--- src/rtl/pipelined_addr_adder.sv ---
// pipelined_addr_adder: address adder whose carry chain is cut into STAGES
// registered chunks. Supports subtract, optional left-scaling of B, status
// flags and a valid/ready handshake where every stage advances together.
module pipelined_addr_adder #(
   parameter int WIDTH  = 64,
   parameter int STAGES = 4,   // WIDTH must be a multiple of STAGES
   parameter int SHIFT  = 2
) (
   input  logic             clk,
   input  logic             reset,
   input  logic             in_valid,
   output logic             in_ready,
   input  logic [WIDTH-1:0] A,
   input  logic [WIDTH-1:0] B,
   input  logic             sub,
   input  logic             scale,
   output logic             out_valid,
   input  logic             out_ready,
   output logic [WIDTH-1:0] sum,
   output logic             carry_out,
   output logic             overflow,
   output logic             zero
);

   localparam int CW   = WIDTH / STAGES;
   localparam int LAST = STAGES - 1;

   logic              adv;
   logic [STAGES-1:0] vld_pipe;
   logic [WIDTH-1:0]  b_scl;
   logic [WIDTH-1:0]  bx;
   logic              cin;

   // The whole pipe moves as one: it only stalls when a result is waiting
   // and the consumer refuses it.
   assign out_valid = vld_pipe[LAST];
   assign adv       = ~out_valid | out_ready;
   assign in_ready  = adv;

   // Operand prep: scale B, then invert and inject carry-in for subtract.
   always_comb begin
      b_scl = scale ? (B << SHIFT) : B;
      bx    = sub ? ~b_scl : b_scl;
      cin   = sub;
   end

   // Valid bits shift with the data; bubbles travel like real operations.
   always_ff @(posedge clk) begin
      if (reset)
         vld_pipe <= '0;
      else if (adv)
         vld_pipe <= STAGES'({vld_pipe, in_valid});
   end

   for (genvar k = 0; k < STAGES; k++) begin : stg
      logic [WIDTH-1:0] a_in, bx_in, s_in, s_nxt;
      logic             c_in;
      logic [CW-1:0]    a_ch, b_ch;
      logic [CW:0]      chunk;

      if (k == 0) begin : src
         assign a_in  = A;
         assign bx_in = bx;
         assign s_in  = '0;
         assign c_in  = cin;
      end else begin : src
         assign a_in  = stg[k-1].pass.a_q;
         assign bx_in = stg[k-1].pass.bx_q;
         assign s_in  = stg[k-1].pass.s_q;
         assign c_in  = stg[k-1].pass.c_q;
      end

      assign a_ch  = CW'(a_in >> (k*CW));
      assign b_ch  = CW'(bx_in >> (k*CW));
      assign chunk = {1'b0, a_ch} + {1'b0, b_ch} + {{CW{1'b0}}, c_in};

      // Merge this stage's chunk into the partial sum carried so far.
      always_comb begin
         s_nxt               = s_in;
         s_nxt[k*CW +: CW]   = chunk[CW-1:0];
      end

      // Intermediate stages carry operands, partial sum and chunk carry on;
      // the last stage feeds the output registers instead.
      if (k < LAST) begin : pass
         logic [WIDTH-1:0] a_q, bx_q, s_q;
         logic             c_q;

         // Stage register; contents are don't-care while its valid bit is 0.
         always_ff @(posedge clk) begin
            if (adv) begin
               a_q  <= a_in;
               bx_q <= bx_in;
               s_q  <= s_nxt;
               c_q  <= chunk[CW];
            end
         end
      end
   end

   logic [WIDTH-1:0] s_fin;
   logic             c_fin;
   logic             c_msb;

   // Carry into the MSB recovered from the MSB's own sum and operand bits.
   assign s_fin = stg[LAST].s_nxt;
   assign c_fin = stg[LAST].chunk[CW];
   assign c_msb = stg[LAST].a_ch[CW-1] ^ stg[LAST].b_ch[CW-1] ^ s_fin[WIDTH-1];

   // Result and flags are registered together with the final chunk.
   always_ff @(posedge clk) begin
      if (reset) begin
         sum       <= '0;
         carry_out <= 1'b0;
         overflow  <= 1'b0;
         zero      <= 1'b0;
      end else if (adv) begin
         sum       <= s_fin;
         carry_out <= c_fin;
         overflow  <= c_msb ^ c_fin;
         zero      <= (s_fin == '0);
      end
   end

endmodule

--- config.mk ---
export PLATFORM = sky130hd
export DESIGN_NAME = pipelined_addr_adder
export DESIGN_NICKNAME = d
export VERILOG_FILES = /design/src/rtl/pipelined_addr_adder.sv
export SDC_FILE = /design/constraint.sdc
export NUM_CORES = 1
export LEC_CHECK = 0
export ABC_CLOCK_PERIOD_IN_PS = 33900
export BUFFER_PORTS_ARGS = -buffer_cell sky130_fd_sc_hd__buf_2
export CAP_MARGIN = 30
export CORE_UTILIZATION = 60
export DETAILED_ROUTE_END_ITERATION = 16
export GPL_TIMING_DRIVEN = 0
export PLACE_DENSITY = 0.85
export REMOVE_ABC_BUFFERS = 1
export SYNTH_ARGS = -nofsm -noshare
export SYNTH_HDL_FRONTEND = slang
export SYNTH_SLANG_ARGS = --single-unit
--- constraint.sdc ---
create_clock -name clk -period 33.9 [get_ports clk]
set_input_delay 5.085 -clock clk [delete_from_list [all_inputs] [get_ports clk]]
set_output_delay 5.085 -clock clk [all_outputs]
set_load 0.005 [all_outputs]
Yosys cells after proc, flatten, opt, wreduce, memory -nomap -nowiden. Index checks and enable logic that the tools add are counted.

Reduce and logical (&&, ||, !) cells: 1. Add/sub/neg operators: 8. Bitwise operators: 6. Multiplexer cells: 2.

Operators by type and width (count): 64-bit two-way mux (2); 16-bit by 16-bit adder with 17-bit output (4); 17-bit by 1-bit adder with 17-bit output (4); 64-bit zero test (1); 64-bit NOT (1); 1-bit XOR (3); 1-bit NOT (1); 1-bit bitwise OR (1).

Register bits: 554. Bits of input ports: 134. Logic and storage cells: 34. Output and inout bits: 69.

Longest topological paths before layout. Gate-level depths: netlist (run 1).

Depth after elaboration: 5. Depth in mapped cells: 13. Gate-level depth less buffers: 12.

Worst setup path after synthesis (run 1). Ideal clock, no wire load.

Path type: input port to output port. Start point: in out_ready. End point: out in_ready. Buffers on the path: 2. Arrival time: 13447 ps. Data required time: 28815 ps. Stages: 4. Path slack: 15368 ps. Path through: nor2b_1 > clkbuf_1 > inv_2 > clkbuf_1.

Word-level cells in the longest chain between the ends: 1.

Ends and longest elaborated chain: start: declaration (line 18) `input logic out_ready,`; 1-bit bitwise OR (line 37) `assign adv = ~out_valid | out_ready;`; end: declaration (line 12) `output logic in_ready,`.

Every way passes these cells.

Final worst setup path (run 1). Ends and elaborated chain as after synthesis.

==> results.toml, run 1 <==
[synthesis]
ys_ff_latch = 362
yosys.cell_count.top_type = "edfxtp_1"
synth.area.top_cells = "edfxtp_1 (57%), dfxtp_1 (9.3%), xnor2_1 (5.7%)"
synth_cells = 1116
async_flop_share_pct = 0
synth_area_leader_cell = "edfxtp_1"
synth-simple-area-share_pct = 7.67
synth-compound-area-share_pct = 7.80
netlist.area_leader.share_pct = 57.1
synth_fa_ha_area_share_pct = 5.83
synth_area_um2 = 15300
synth_top_family_by_area = "compound AO/OA/AOI/OAI gates"
yosys-top-cells-count = "edfxtp_1 (291), nand2_1 (146), xnor2_1 (100), a21oi_1 (96), dfxtp_1 (71)"
ys_types = 60
avgSynthCellArea_um2 = 13.7
post_synth_xor_area_fraction_pct = 6.47
synthMuxAreaShare_pct = 4.26
synth_edf_count = 291
ys_warn_count = 0
seq_area_frac_synth_pct = 66.4
synthFlopType = "edfxtp_1"

[clock_network]
post_cts_buffers = 0
ctsLongestPathBuffers = 3
cts_resized = 0
clock_sinks = 362
path_clk_slew_ns = 0.06
cts_root_buf = "clkbuf_16"
cts_buffers = 38
cts_tree = "yes"
htreeDepth = 2
insertion_delay_ns = 0.51
cts-hold-fix-buffers = 0

[timing]
max_freq_mhz = 85.7
tightest_slew_ns = 0.832
hold_viol = 0
finalSetupTns_ns = 0
slew-limit-headroom_pct = 44.4
setup_viol = 0
rsz0062_at_grt = "false"
finalCriticalPeriod_ns = 11.67
slew_violations = 0
period_share_pct = 34.4
worst_clock_skew_ns = 0.0161

[routing]
drtIter0Drc = 601
dr_total_vias = 9269
met2_length_um = 13900
first_pass_iters = 5
highest_layer = "met4"
detail-route-antenna-nets = 0
routedWlPerCell_um = 16.4
met1_length_um = 11600
viasPerCell = 5.49
wl_um = 27600
wl_met3_um = 1220
drc = 0

[die]
initial_core_util_pct = 60.9
num_rows = 58
dieArea_um2 = 26100
coreArea_um2 = 25100
ios = 203
dieHeight_um = 162
fp.dieW_um = 162

[finish]
multi_input_area_um2 = 4910
fill_cells = 1655
nets = 1528
area_growth_pct = 18.3
postLayoutCellArea_um2 = 18100
drive_above_1_share_pct = 20.7
seqCellArea_um2 = 10200

[outcome]
run_status = "finished, final reports clean"

[worst_setup_path]
ff2ff_path_depth = 10
crit_buf_inv = 4
cp.depth = 5
crit_slowest_cell = "nor2b_4"
cp_top_family = "buffers and inverters"
worst_path_most_repeated_cell = "buf_2"
worstSetupEndpointType = "output port"
critical_path_arrival_ns = 6.58
cpPeakStageDelay_ns = 0.65
required_ns = 28.81
crit_type = "in -> out"
start_kind = "input port"
worstPathMaxFanout = 79
path_cells = "buf_2, nor2b_4, buf_12, inv_8, buf_2"

[power_and_ir_drop]
p_seq_share_pct = 49.9
peakVddDrop_mv = 0.0568
power_frac_comb_pct = 15.3
powerDensity_nw_per_um2 = 68.9
p_leak_nw = 7.52
switching_share_pct = 24.1
p_sw_w = 0.000300
internal-power_w = 0.000946
p_clk_share_pct = 34.8

[hold_path]
whs_path_depth = 0
hp-class = "reg -> reg"

[grt]
grt_max_degree = 155
first_global_vias = 9128
antenna_found_initial = 2
grt_pass1_wl_um = 44000
track_usage_pct = 21.3
gr-total-overflow = 0

[placement]
portBuffers = 202
gp_congestion = 0.857
dp_hpwl_um = 18900
post_dp_cell_area_um2 = 16700

[flow_run]
drv_cap = 0
[stage by stage]
stage / utilization [%] / std cells / setup slack (ns) / hold WS, ns / total power [W]
after global routing: 72.0 / 1689 / 22.12 / 0.420 / 0.00130
after CTS: 72.0 / 1687 / 22.22 / 0.407 / 0.00126
after global placement: 66.0 / 1611 / 11.52 / 0.401 / 0.000807
after detailed placement: 66.6 / 1617 / 22.22 / 0.405 / 0.000819
after floorplan: - / 1079 / 17.26 / 0.400 / 0.000744
final: 72.0 / 1689 / 22.23 / 0.409 / 0.00125
[cell families (layout without fill, tap and decap cells)]
logic type	count (synthesis)	in the layout
xor gates and xnor gates	113	113
AOI/OAI and AO/OA	188	188
muxes	65	65
buffers and inverters	62	303
DFF	362	362
and+or+nand+nor	259	259
other	0	2
adders and majority gates	67	67
[final cells by class]
class	count	share of cell area, %
diodes	2	0.0277
clock buffers	48	5.98
clock inverters	22	1.47
inverters	25	0.560
multi-input cells	692	27.1
flip-flops and latches	362	56.2
well taps	330	2.28
repair buffers	208	6.36
[path summary, 6_finish.rpt]
| kind | start | end | slack [ns] |
|---|---|---|---|
| min reg2reg | stg[0].pass.a_q[54] | stg[1].pass.a_q[54] | 0.41 |
| max reg2reg | vld_pipe[3] | zero | 30.15 |
| min | stg[0].pass.a_q[54] | stg[1].pass.a_q[54] | 0.41 |
| max | out_ready | in_ready | 22.23 |
[layer usage]
metal / global-route usage, % / up-vias
met2: 36.9 / 246
li1: - / 4535
met1: 26.3 / 4425
met5: 0 / -
met4: 8.96 / 0
met3: 3.96 / 63
[placed cells by master (no fill, tap or decap), types with 4 or more instances in the layout]
master,instances
edfxtp_1,291
buf_2,200
nand2_1,146
xnor2_1,100
a21oi_1,96
dfxtp_1,71
mux2i_1,64
ha_1,60
clkbuf_16,41
nor2_1,29
inv_1,22
a21o_1,21
nor3_1,18
nor4_1,15
xor2_1,13
nand3_1,12
and3_1,9
o21ai_0,9
o21ai_1,8
a211oi_1,7
fa_1,7
clkinv_2,7
a31oi_1,6
or3_1,6
bufinv_16,6
o21bai_1,5
nand2b_1,5
clkinv_1,5
nor2b_1,4
a31o_1,4
nand4_1,4
clkbuf_1,4
buf_12,4
[power by group through the flow]
stage / sequential (W) / clock, W / combinational, W
finish: 0.000621 / 0.000434 / 0.000191
global route: 0.000630 / 0.000459 / 0.000213
CTS: 0.000622 / 0.000442 / 0.000192
detailed placement: 0.000630 / 0 / 0.000189
global placement: 0.000626 / 0 / 0.000181
floorplan: 0.000620 / 0 / 0.000125
[flip-flops by register name, indices dropped and copies added (netlist names)]
name,count
stg.pass.c_q,3
zero,1
overflow,1
sum,64
stg.pass.bx_q,96
stg.pass.a_q,96
stg.pass.s_q,96
vld_pipe,4
carry_out,1
Power figures use the tool's default switching activity.
==> run 2, diff against run 1 <==
Settings changed: ABC_CLOCK_PERIOD_IN_PS 33900 to 11900, CORE_UTILIZATION 60 to 58, PLACE_DENSITY 0.85 to 0.82.
Clock period 33.9 ns to 11.9 ns, I/O delays scaled along.
==> run 2 against run 1 <==
  * Via count down 0.80%
  * Final cell count up 0.30%
  * Die area up 3.4%
  * Global-route usage down 1.0 points
==> results.toml, run 2 (synthesized netlist as in run 1, its figures left out) <==
[hold_path]
hold_end = "stg[2].pass.bx_q[61]"
hold_start = "stg[1].pass.bx_q[61]"
whs_path_depth = 0
hp-class = "reg -> reg"

[timing]
period_share_pct = 42.6
tightest_slew_ns = 0.862
finalSetupTns_ns = 0
worst_clock_skew_ns = 0.0154
hold_viol = 0
max_freq_mhz = 197
rsz0062_at_grt = "false"
finalCriticalPeriod_ns = 5.07
setup_viol = 0
slew-limit-headroom_pct = 42.4
slew_violations = 0

[power_and_ir_drop]
powerDensity_nw_per_um2 = 192
p_leak_nw = 7.45
power_w = 0.00345
peakVddDrop_mv = 0.140

[worst_setup_path]
ff2ff_setup_slack_ns = 8.41
crit_type = "in -> out"
critical_path_arrival_ns = 3.28
worstSetupEndpointType = "output port"
worstPathMaxFanout = 99
reg2reg_from = "vld_pipe[3]"
r2r-end = "zero"
start_kind = "input port"
required_ns = 10.12
ff2ff_path_depth = 9

[routing]
wl_um = 27600
routedWlPerCell_um = 16.3
drtIter0Drc = 634
detail-route-antenna-nets = 0
viasPerCell = 5.43
first_pass_iters = 4
drc = 0
dr_total_vias = 9195

[clock_network]
path_clk_slew_ns = 0.06
post_cts_buffers = 0
cts-hold-fix-buffers = 0
cts_buffers = 37
cts_tree = "yes"
cts_resized = 0
clock_sinks = 362
cts_root_buf = "clkbuf_16"
ctsLongestPathBuffers = 3
insertion_delay_ns = 0.51
htreeDepth = 2

[grt]
antenna_found_initial = 6
grt_max_degree = 146
gr-total-overflow = 0
grt_pass1_wl_um = 42900
first_global_vias = 8789
track_usage_pct = 20.3

[die]
fp.dieW_um = 164
initial_core_util_pct = 58.9
dieArea_um2 = 27000
coreArea_um2 = 26000
dieHeight_um = 164
num_rows = 59
ios = 203

[finish]
area_growth_pct = 17.5
drive_above_1_share_pct = 20.5
postLayoutCellArea_um2 = 18000
nets = 1527
seqCellArea_um2 = 10200
fill_cells = 1786
layout_common_cells = "edfxtp_1 (291), buf_2 (200), nand2_1 (146), xnor2_1 (100), a21oi_1 (96)"
layout_commonest_cell = "edfxtp_1"
top_regs = "stg.pass.a_q (96), stg.pass.bx_q (96), stg.pass.s_q (96)"
multi_input_area_um2 = 4910

[flow_run]
drv_cap = 0

[placement]
portBuffers = 202
gp_congestion = 0.839
post_dp_cell_area_um2 = 16700
dp_hpwl_um = 19200

[outcome]
run_status = "finished, final reports clean"
run 2: final cells by class:
type | instances | share of cell area, %
Clock inverter | 15 | 0.773
Clock buffer | 52 | 6.04
Sequential cell | 362 | 56.5
Multi-Input combinational cell | 692 | 27.3
Inverter | 25 | 0.564
Tap cell | 335 | 2.33
Timing Repair Buffer | 208 | 6.40
Antenna cell | 5 | 0.0696
run 2: per-stage QoR:
stage | hold slack [ns] | util [%] | setup slack, ns | cells
global route | 0.418 | 69.2 | 6.72 | 1693
floorplan | 0.400 | - | 1.86 | 1079
detailed placement | 0.405 | 64.4 | 6.68 | 1622
global placement | 0.401 | 63.8 | -4.02 | 1616
CTS | 0.411 | 69.1 | 6.82 | 1689
finish | 0.413 | 69.2 | 6.83 | 1694
run 2: per-layer routing:
metal | part of all wire (%) | up-vias | track usage [%]
met5 | 0.043 | - | 0
met4 | 3.4 | 2 | 8.92
met3 | 4.3 | 65 | 3.24
met2 | 50 | 229 | 35.2
met1 | 42 | 4362 | 25.1
li1 | - | 4537 | -
run 2: worst max path at each step:
stage          startpoint                  end  slack [ns]
5_1_grt         out_ready             in_ready        6.72
4_1_cts         out_ready             in_ready        6.82
3_3_place_gp    out_ready             in_ready       -4.02
3_5_place_dp        scale  stg[0].pass.s_q[15]        6.68
2_1_floorplan   out_ready             in_ready        1.86
6_report        out_ready             in_ready        6.83
run 2: worst max-delay path, stage by stage:
cell and delay, ns:
buf_2 0.11, nor2b_4 0.68, inv_8 0.42, buf_2 0.26
run 2: power by group:
group,switching [W],internal [W]
registers,0.000103,0.00167
logic,0.000288,0.000253
clock network,0.000456,0.000682
==> run 3, diff against run 2 <==
Settings changed: ABC_AREA from default to 1, ABC_CLOCK_PERIOD_IN_PS 11900 to 4600, CORE_UTILIZATION 58 to 52, PLACE_DENSITY 0.82 to 0.78.
Clock period 11.9 ns to 4.6 ns, I/O delays scaled along.
==> run 3 against run 2 <==
  * Critical path depth up 12
  * Sequential share of layout area down 1.4 points
  * Critical endpoint is now stg[0].pass.s_q[14]
  * Sequential power rose to 2.6 times the previous value
  * First-iteration DRC count up 7.1%
  * Clock skew down 0.0063 ns
  * Non-clock buffer count unchanged
  * Final area up 2.5%
  * Hold slack worse by 0.072 ns
  * Via count up 8.8%
==> results.toml, run 3 <==
[flow_run]
drv_cap = 0

[synthesis]
synth-simple-area-share_pct = 9.84
async_flop_share_pct = 0
synthMuxAreaShare_pct = 0
synth_area_leader_cell = "edfxtp_1"
synth_edf_count = 291
avgSynthCellArea_um2 = 11.6
yosys-top-cells-count = "edfxtp_1 (291), nand2_1 (191), inv_1 (130), o21ai_0 (127), nor2_1 (115)"
synth-compound-area-share_pct = 9.33
ys_warn_count = 0
ys_ff_latch = 362
synth_area_um2 = 15700
ys_types = 42
synth_cells = 1349
synth_fa_ha_area_share_pct = 5.68
seq_area_frac_synth_pct = 64.7
synth_top_family_by_area = "simple AND/OR/NAND/NOR gates"
synth.area.top_cells = "edfxtp_1 (56%), dfxtp_1 (9.1%), xor2_1 (5.4%)"
yosys.cell_count.top_type = "edfxtp_1"
post_synth_xor_area_fraction_pct = 6.14
synthFlopType = "edfxtp_1"
netlist.area_leader.share_pct = 55.7

[clock_network]
cts_tree = "yes"
clock_sinks = 362
cts_resized = 0
path_clk_slew_ns = 0.06
insertion_delay_ns = 0.52
cts_root_buf = "clkbuf_16"
cts_buffers = 38
post_cts_buffers = 0
htreeDepth = 2
cts-hold-fix-buffers = 0
ctsLongestPathBuffers = 3

[outcome]
run_status = "finished, final reports clean"

[worst_setup_path]
worstPathMaxFanout = 64
path_cells = "buf_2, buf_16, inv_6, nand2_1, xor2_1, inv_1, fa_1, nand3_1, nand2_1, a21oi_1, o21ai_2, a21boi_2, o21ai_2, nand2_1, nand2_1, xor2_1"
start_kind = "input port"
cpPeakStageDelay_ns = 0.45
worst_path_most_repeated_cell = "nand2_1"
reg2reg_from = "stg[1].pass.bx_q[32]"
required_ns = 4.86
critical_path_arrival_ns = 3.50
crit_slowest_cell = "buf_2"
worstSetupEndpointType = "flop"
crit_type = "in -> reg"
cp-startpoint = "scale"

[die]
dieArea_um2 = 30900
num_rows = 63
dieHeight_um = 176
ios = 203
fp.dieW_um = 176
initial_core_util_pct = 53.0
coreArea_um2 = 29600

[hold_path]
hp-class = "in -> reg"
hold_start = "A[27]"

[finish]
nets = 1757
drive_above_1_share_pct = 18.4
layout_common_cells = "edfxtp_1 (291), buf_2 (201), nand2_1 (191), inv_1 (129), o21ai_0 (127)"
top_regs = "stg.pass.a_q (96), stg.pass.bx_q (96), stg.pass.s_q (96)"
area_growth_pct = 17.4
layout_commonest_cell = "edfxtp_1"
antenna_cells = 0

[grt]
grt_max_degree = 148
antenna_found_initial = 0
first_global_vias = 9790
track_usage_pct = 18.9
gr-total-overflow = 0
grt_pass1_wl_um = 46700

[timing]
hold_viol = 0
worst_clock_skew_ns = 0.00907
finalCriticalPeriod_ns = 3.24
holdWs_ns = 0.341
rsz0062_at_grt = "false"
slew-limit-headroom_pct = 50.5
tightest_slew_ns = 0.737
period_share_pct = 70.4
setup_viol = 0
slew_violations = 0
max_freq_mhz = 309
setup_ws_ns = 1.36

[power_and_ir_drop]
p_leak_nw = 8.14
p_clk_share_pct = 33.0
p_sw_w = 0.00236
internal-power_w = 0.00676
powerDensity_nw_per_um2 = 495
switching_share_pct = 25.9
power_frac_comb_pct = 16.6
p_seq_share_pct = 50.4
power_w = 0.00912
peakVddDrop_mv = 0.283

[routing]
dr_total_vias = 10000
wl_um = 28900
viasPerCell = 5.06
detail-route-antenna-nets = 0
first_pass_iters = 6
routedWlPerCell_um = 14.6
drc = 0
drtIter0Drc = 679

[placement]
preCtsSetupSlack_ns = 0.833
dp_hpwl_um = 20300
gp_congestion = 0.916
portBuffers = 202
[run 3: cell count changes in the layout (fill, tap and decap cells not counted), sizes merged, moves of 17 or more]
cell   delta
inv     +111
o21ai   +121
mux2i    -64
nor2     +88
xor2     +84
nand3    +35
a21o     -17
xnor2    -87
nand2    +51
a21oi    -18
[run 3: routing by layer]
layer	global-route usage, %	vias up	wire length (um)
met5	0	-	0
met4	7.61	0	881
met3	2.99	58	1140
met2	34.2	231	14900
met1	22.3	4650	12000
li1	-	5064	-
[run 3: area by class of cell]
type	instances	area, um2
multi-input cells	813	4880
fillers	2334	11200
clock inverters	21	235
clock buffers	49	1000
flip-flops and latches	362	10200
repair buffers	208	1160
well taps	390	488
inverters	133	504
[run 3: kinds of logic after synthesis]
logic type / Yosys count
xor+xnor: 110
simple gates: 377
flops: 362
compound gates: 259
buf+inv: 174
fa+ha+maj: 67
[run 3: power by group through the flow]
stage / sequential [W] / combinational, W / clock, W
finish: 0.00459 / 0.00151 / 0.00301
global route: 0.00466 / 0.00172 / 0.00322
CTS: 0.00460 / 0.00152 / 0.00309
detailed placement: 0.00466 / 0.00151 / 0
global placement: 0.00464 / 0.00145 / 0
floorplan: 0.00460 / 0.00101 / 0
[run 3: final timing paths]
check	endpoint	slack, ns	cells after the start
setup / recovery	stg[0].pass.s_q[14]	1.36	16
hold / removal	stg[0].pass.a_q[27]	0.34	1
setup reg to reg	stg[2].pass.s_q[44]	2.01	11
hold reg to reg	stg[2].pass.s_q[5]	0.41	0
[run 3: metrics by stage]
| step | util [%] | instance area (um2) | setup TNS, ns | cells |
|---|---|---|---|---|
| final | 62.2 | 18400 | 0 | 1976 |
| after floorplan | - | 15500 | -432.58 | 1308 |
| after CTS | 62.2 | 18400 | 0 | 1976 |
| after detailed placement | 58.0 | 17200 | 0 | 1906 |
| after global routing | 62.2 | 18400 | 0 | 1976 |
| after global placement | 57.5 | 17000 | -1059.05 | 1900 |
[run 3: worst max-delay path, delay by kind of cell]
kind,cells,cell delay (ns)
AOI/OAI and AO/OA,4,0.68
and+or+nand+nor,5,0.43
buffers and inverters,4,0.95
xor gates and xnor gates,2,0.29
adders and majority gates,1,0.40
